`src/rtl/fib_pkg.sv`:
```
// Shared types, default sizes and a helper for the Fibonacci engine.
//   fib_state_e       : controller states
//   FIB_WIDTH, FIB_NW : default term width and index width
//   fib_max_n_no_ovf  : largest n whose F(n) fits in a given width
package fib_pkg;

    typedef enum logic [1:0] {
        IDLE = 2'd0,
        RUN  = 2'd1,
        DONE = 2'd2
    } fib_state_e;

    localparam int unsigned FIB_WIDTH = 16;
    localparam int unsigned FIB_NW    = 8;

    // Largest n with F(n) < 2**width. Widths above 62 are clamped.
    function automatic int unsigned fib_max_n_no_ovf(input int unsigned width);
        longint unsigned a;
        longint unsigned b;
        longint unsigned t;
        longint unsigned lim;
        int unsigned     n;
        int unsigned     w;
        w   = (width > 32'd62) ? 32'd62 : width;
        lim = 64'(1) << w;
        a   = 64'd0;
        b   = 64'd1;
        n   = 32'd0;
        // Invariant: a = F(n), b = F(n+1)
        while (b < lim) begin
            t = a + b;
            a = b;
            b = t;
            n = n + 32'd1;
        end
        return n;
    endfunction

endpackage

```
`src/rtl/fib_seq_gen_step.sv`:
```
// Combinational next-term adder with the per-term overflow rule.
//   a_i, b_i       : current terms F(k), F(k+1)
//   ova_i, ovb_i   : overflow flags attached to a and b
//   sum_o_c        : (a + b) truncated to WIDTH bits
//   carry_o_c      : carry out of a + b
//   ovb_next_o_c   : overflow flag for the new b (sticky)
module fib_step #(
    parameter int unsigned WIDTH = 16
) (
    input  logic [WIDTH-1:0] a_i,
    input  logic [WIDTH-1:0] b_i,
    input  logic             ova_i,
    input  logic             ovb_i,
    output logic [WIDTH-1:0] sum_o_c,
    output logic             carry_o_c,
    output logic             ovb_next_o_c
);

    // Once any earlier term overflowed, every later term is flagged too.
    always_comb begin
        {carry_o_c, sum_o_c} = {1'b0, a_i} + {1'b0, b_i};
        ovb_next_o_c         = ova_i | ovb_i | carry_o_c;
    end

endmodule

```
`src/rtl/fib_seq_gen.sv`:
```
// Fibonacci engine: on an accepted start computes F(n) at one term per cycle,
// flags overflow of the requested term, and optionally streams F(0)..F(n).
//   clk, rst_n       : clock, asynchronous active-low reset
//   start_i          : request, accepted only in IDLE
//   n_i, stream_en_i : index and stream mode, sampled on accepted start
//   busy_o, done_o   : busy in RUN/DONE; one-cycle result-valid pulse
//   fib_o, overflow_o: F(n) mod 2**WIDTH and its overflow flag, held
//   term_o, term_valid_o, term_ready_i : valid/ready term stream
module fib_seq_gen
    import fib_pkg::*;
#(
    parameter int unsigned WIDTH = FIB_WIDTH,
    parameter int unsigned NW    = FIB_NW
) (
    input  logic             clk,
    input  logic             rst_n,
    input  logic             start_i,
    input  logic [NW-1:0]    n_i,
    input  logic             stream_en_i,
    output logic             busy_o,
    output logic             done_o,
    output logic [WIDTH-1:0] fib_o,
    output logic             overflow_o,
    output logic [WIDTH-1:0] term_o,
    output logic             term_valid_o,
    input  logic             term_ready_i
);

    fib_state_e       state_q, state_d;
    logic [WIDTH-1:0] a_q, a_d;
    logic [WIDTH-1:0] b_q, b_d;
    logic [NW-1:0]    k_q, k_d;
    logic [NW-1:0]    n_lat_q, n_lat_d;
    logic             str_q, str_d;
    logic             ova_q, ova_d;
    logic             ovb_q, ovb_d;
    logic [WIDTH-1:0] fib_q, fib_d;
    logic             ovf_q, ovf_d;
    logic             busy_q, busy_d;
    logic             done_q, done_d;
    logic             tvalid_q, tvalid_d;

    logic [WIDTH-1:0] sum_c;
    logic             carry_c;
    logic             ovb_next_c;
    logic             adv_c;

    fib_step #(
        .WIDTH (WIDTH)
    ) u_step (
        .a_i          (a_q),
        .b_i          (b_q),
        .ova_i        (ova_q),
        .ovb_i        (ovb_q),
        .sum_o_c      (sum_c),
        .carry_o_c    (carry_c),
        .ovb_next_o_c (ovb_next_c)
    );

    // Next-state, datapath and registered-output decode.
    always_comb begin
        state_d = state_q;
        a_d     = a_q;
        b_d     = b_q;
        k_d     = k_q;
        n_lat_d = n_lat_q;
        str_d   = str_q;
        ova_d   = ova_q;
        ovb_d   = ovb_q;
        fib_d   = fib_q;
        ovf_d   = ovf_q;
        adv_c   = !str_q || term_ready_i;

        unique case (state_q)
            IDLE: begin
                if (start_i) begin
                    state_d = RUN;
                    n_lat_d = n_i;
                    str_d   = stream_en_i;
                    a_d     = '0;
                    b_d     = WIDTH'(1);
                    k_d     = '0;
                    ova_d   = 1'b0;
                    ovb_d   = 1'b0;
                end
            end
            RUN: begin
                // In stream mode the current term must be accepted before moving on.
                if (adv_c) begin
                    if (k_q == n_lat_q) begin
                        fib_d   = a_q;
                        ovf_d   = ova_q;
                        state_d = DONE;
                    end else begin
                        a_d   = b_q;
                        b_d   = sum_c;
                        ova_d = ovb_q;
                        ovb_d = ovb_next_c;
                        k_d   = k_q + NW'(1);
                    end
                end
            end
            DONE: begin
                state_d = IDLE;
            end
            default: begin
                state_d = IDLE;
            end
        endcase

        // Status flags track the state being entered so they stay registered.
        busy_d   = (state_d != IDLE);
        done_d   = (state_d == DONE);
        tvalid_d = (state_d == RUN) && str_d;
    end

    // State and output registers.
    always_ff @(posedge clk or negedge rst_n) begin
        if (!rst_n) begin
            state_q  <= IDLE;
            a_q      <= '0;
            b_q      <= '0;
            k_q      <= '0;
            n_lat_q  <= '0;
            str_q    <= 1'b0;
            ova_q    <= 1'b0;
            ovb_q    <= 1'b0;
            fib_q    <= '0;
            ovf_q    <= 1'b0;
            busy_q   <= 1'b0;
            done_q   <= 1'b0;
            tvalid_q <= 1'b0;
        end else begin
            state_q  <= state_d;
            a_q      <= a_d;
            b_q      <= b_d;
            k_q      <= k_d;
            n_lat_q  <= n_lat_d;
            str_q    <= str_d;
            ova_q    <= ova_d;
            ovb_q    <= ovb_d;
            fib_q    <= fib_d;
            ovf_q    <= ovf_d;
            busy_q   <= busy_d;
            done_q   <= done_d;
            tvalid_q <= tvalid_d;
        end
    end

    assign busy_o       = busy_q;
    assign done_o       = done_q;
    assign fib_o        = fib_q;
    assign overflow_o   = ovf_q;
    assign term_o       = a_q;
    assign term_valid_o = tvalid_q;

endmodule
```
`config.mk`:
```
export PLATFORM = sky130hd
export DESIGN_NAME = fib_seq_gen
export DESIGN_NICKNAME = d
export VERILOG_FILES = /design/src/rtl/fib_pkg.sv /design/src/rtl/fib_seq_gen_step.sv /design/src/rtl/fib_seq_gen.sv
export SDC_FILE = /design/constraint.sdc
export NUM_CORES = 1
export LEC_CHECK = 0
export BUFFER_PORTS_ARGS = -buffer_cell sky130_fd_sc_hd__buf_4
export CORE_MARGIN = 3
export CORE_UTILIZATION = 55
export DETAILED_ROUTE_END_ITERATION = 8
export PLACE_DENSITY = 0.88
export SETUP_SLACK_MARGIN = 0.02
export SYNTH_ARGS = -nofsm -noshare
export SYNTH_HDL_FRONTEND = slang
export SYNTH_SLANG_ARGS = --single-unit
```
`constraint.sdc`:
```
create_clock -name clk -period 3.1 [get_ports clk]
set_input_delay 0 -clock clk [delete_from_list [all_inputs] [get_ports clk]]
set_output_delay 0 -clock clk [all_outputs]
set_load 0.005 [all_outputs]
```
==> results by group <==
Run status
  – Run status: finished, final reports clean

Synthesis
  – Cells after synthesis: 369
  – Synth area leaders: dfrtp_1 (49%), nand2_1 (8.1%), ha_1 (5.7%), nand3_1 (4.6%), xnor2_1 (3.8%)
  – Seq/Total Area, Yosys: 49.01%
  – Number of synthesized flops with an enable pin: 0
  – Count of yosys warnings during synthesis: 0
  – Dominant cell by count in the synthesized netlist: nand2_1
  – Synth Area per Inst: 10.10 µm²
  – Mapped Area: 0.003727 mm²
  – Yosys top cell by area: dfrtp_1
  – Yosys reg bits: 73
  – Top cell type's share of synthesized area: 49.01%
  – Yosys cell types: 52
  – Synth top cells by count: nand2_1 (80), dfrtp_1 (73), nand3_1 (34), ha_1 (17)
  – Synth Flop Type: dfrtp_1
  – Post-synth net total: 400
  – Async SR Flop Fraction: 100.0%

Clocking
  – Post-CTS Hold Buffers: 12
  – Clock latency on the worst-skew pair: 0.35 ns
  – Clock Path Buffers: 2
  – Clock tree sinks: 73
  – Num CTS Buffers: 9
  – Setup Buffers After CTS: 0
  – Clk slew on worst S/H paths: 0.08 ns
  – H-tree level count: 3
  – CTS tree: yes
  – Clock root cell: clkbuf_8
  – Post-CTS resize count: 0

Global routing
  – All-Layer GR Usage: 22.59%
  – Total grt overflow: 0
  – Pin count of the biggest net entering global routing: 74
  – Number of global-route vias before repair: 2960
  – Initial antenna violation count: 0
  – First-pass GRT wire length: 13680 µm

Timing
  – Max-slew headroom: 40.40%
  – Clock Skew: 0.006789 ns
  – Max Clk Rate: 0.4166 GHz
  – Final Max Slew Viols: 0
  – Final Cycle Share: 77.43%
  – Setup_tns: 0 ns
  – # setup viols final: 0
  – Worst-Margin Slew: 0.8941 ns
  – Fin crit period: 2.400 ns
  – Final Hold Viols: 0
  – RSZ-0062 raised after global routing: false
  – Final hold slack: 0.3272 ns

Die
  – Die width: 88.32 µm
  – Number of I/O pins: 49
  – Initial core utilization: 57.71%
  – Die area: 0.007800 mm²
  – Chip height: 88.32 µm
  – Placeable Area: 0.006459 mm²
  – Std cell rows: 29

Power
  – Leakage: 2.154 nW
  – Pwr/cell area: 1286 mW/mm²
  – Worst IR drop on VDD: 0.8539 mV

Route
  – Residual DRC: 0
  – Initial drt markers: 194
  – Post-DRT Antenna Nets: 0
  – Routed len/inst: 15.40 µm
  – Final wirelength: 7854 µm
  – Vias: 2868
  – DR vias/cell: 5.624
  – Drt pass-1 iters: 4

Critical path
  – Crit path max fanout: 4
  – Critical path endpoint: b_q[14]
  – Critical path required time: 3.34 ns
  – Register-to-Register Path Depth: 9
  – Crit path launch type: flip-flop
  – Worst EP arrival: 2.64 ns
  – R2R setup slack: 0.70 ns
  – CP Capture Type: flip-flop
  – Worst reg2reg endpoint: b_q[14]
  – Reg-to-Reg Start: term_o[0]
  – Critical path class: flip-flop to flip-flop
  – Setup crit start: term_o[0]

Cells and area
  – Layout cell share with drive strength beyond 1: 19.63%
  – Design Area, Final: 0.004462 mm²
  – Ant diodes: 0
  – Fillers: 494
  – P&R area growth vs syn: 19.70%
  – Nets@finish: 459
  – Fin util: 69.08%

Place
  – DP Area: 0.004130 mm²
  – GP Congestion: 0.8276
  – Detailed placement HPWL: 5090 µm
  – I/O Buffers: 48

Worst hold path
  – Min-delay worst type: primary input to asynchronous set/reset pin

Job
  – Max Cap Viol: 0
==> worst min path at each step <==
stage           start         end  slack (ns)  depth (start not counted)
3_5_place_dp    rst_n    fib_o[8]        0.19                          1
2_1_floorplan   rst_n      b_q[0]       -0.30                          0
6_report        rst_n      b_q[7]        0.33                          2
5_1_grt        n_i[3]  n_lat_q[3]        0.40                          4
3_3_place_gp    rst_n    fib_o[7]        0.19                          1
4_1_cts         rst_n    fib_o[8]        0.36                          2
==> metrics by stage <==
stage	total power, mW	setup WS [ns]	instances
final	5.738	0.6998	510
after global routing	6.260	0.5315	510
after CTS	5.747	0.7013	510
after detailed placement	4.879	0.7333	482
after global placement	4.710	0.7688	482
after floorplan	4.030	0.8592	369
==> flip-flops by register name, indices dropped and copies added, names as in the netlist, 2 cells and up <==
name and cells:
b_q 16, term_o 16, k_q 8, state_q 2
fib_o 16, n_lat_q 8
==> final cells by class <==
cell class	count	area [µm²]	area share (%)
flip-flops and latches	73	1827	40.94
clock inverters	5	80.08	1.795
inverters	5	18.77	0.4206
repair buffers	65	518.0	11.61
multi-input cells	274	1790	40.13
clock buffers	11	131.4	2.944
well taps	77	96.34	2.159
==> power breakdown <==
part | switching (mW) | internal [mW] | total [mW]
clock | 0.368 | 0.452 | 0.821
sequential | 0.366 | 1.42 | 1.78
combinational | 1.72 | 1.42 | 3.14
total | 2.45 | 3.28 | 5.74
==> kinds of logic (layout without fill, tap and decap cells) <==
logic type	after synthesis	count (layout)	synth area share [%]
muxes	19	19	6.479
xor gates and xnor gates	22	22	5.169
and+or+nand+nor	160	160	19.64
DFF	73	73	49.01
buffers and inverters	22	86	2.954
adders and majority gates	18	18	6.244
AOI/OAI and AO/OA	55	55	10.51
==> metal layers <==
layer / global-route usage, % / routed length [µm]
met1: 28.29 / 3419
met2: 38.21 / 3935
met3: 4.376 / 317
met4: 9.753 / 182
met5: 0 / 0
==> layout by cell type, fill, tap and decap left out, types with 7 or more instances in the layout <==
| cell | instances |
|---|---|
| clkbuf_8 | 9 |
| ha_1 | 17 |
| nand2_1 | 80 |
| dlygate4sd3_1 | 12 |
| o21ai_1 | 11 |
| a21oi_1 | 11 |
| nand4_1 | 7 |
| nand3_1 | 34 |
| mux2_4 | 8 |
| buf_4 | 53 |
| mux2_1 | 8 |
| nor2_1 | 16 |
| dfrtp_1 | 73 |
| xnor2_1 | 16 |
==> worst max-delay path, cell delays in order (launching register included) <==
cell       delay (ns)
dfrtp_1          0.40
ha_1             0.20
inv_1            0.06
fa_1             0.36
and2b_1          0.24
o31a_1           0.17
o2111ai_2        0.18
a311oi_4         0.32
nor2_1           0.10
a211o_1          0.27
Power figures use the tool's default switching activity.
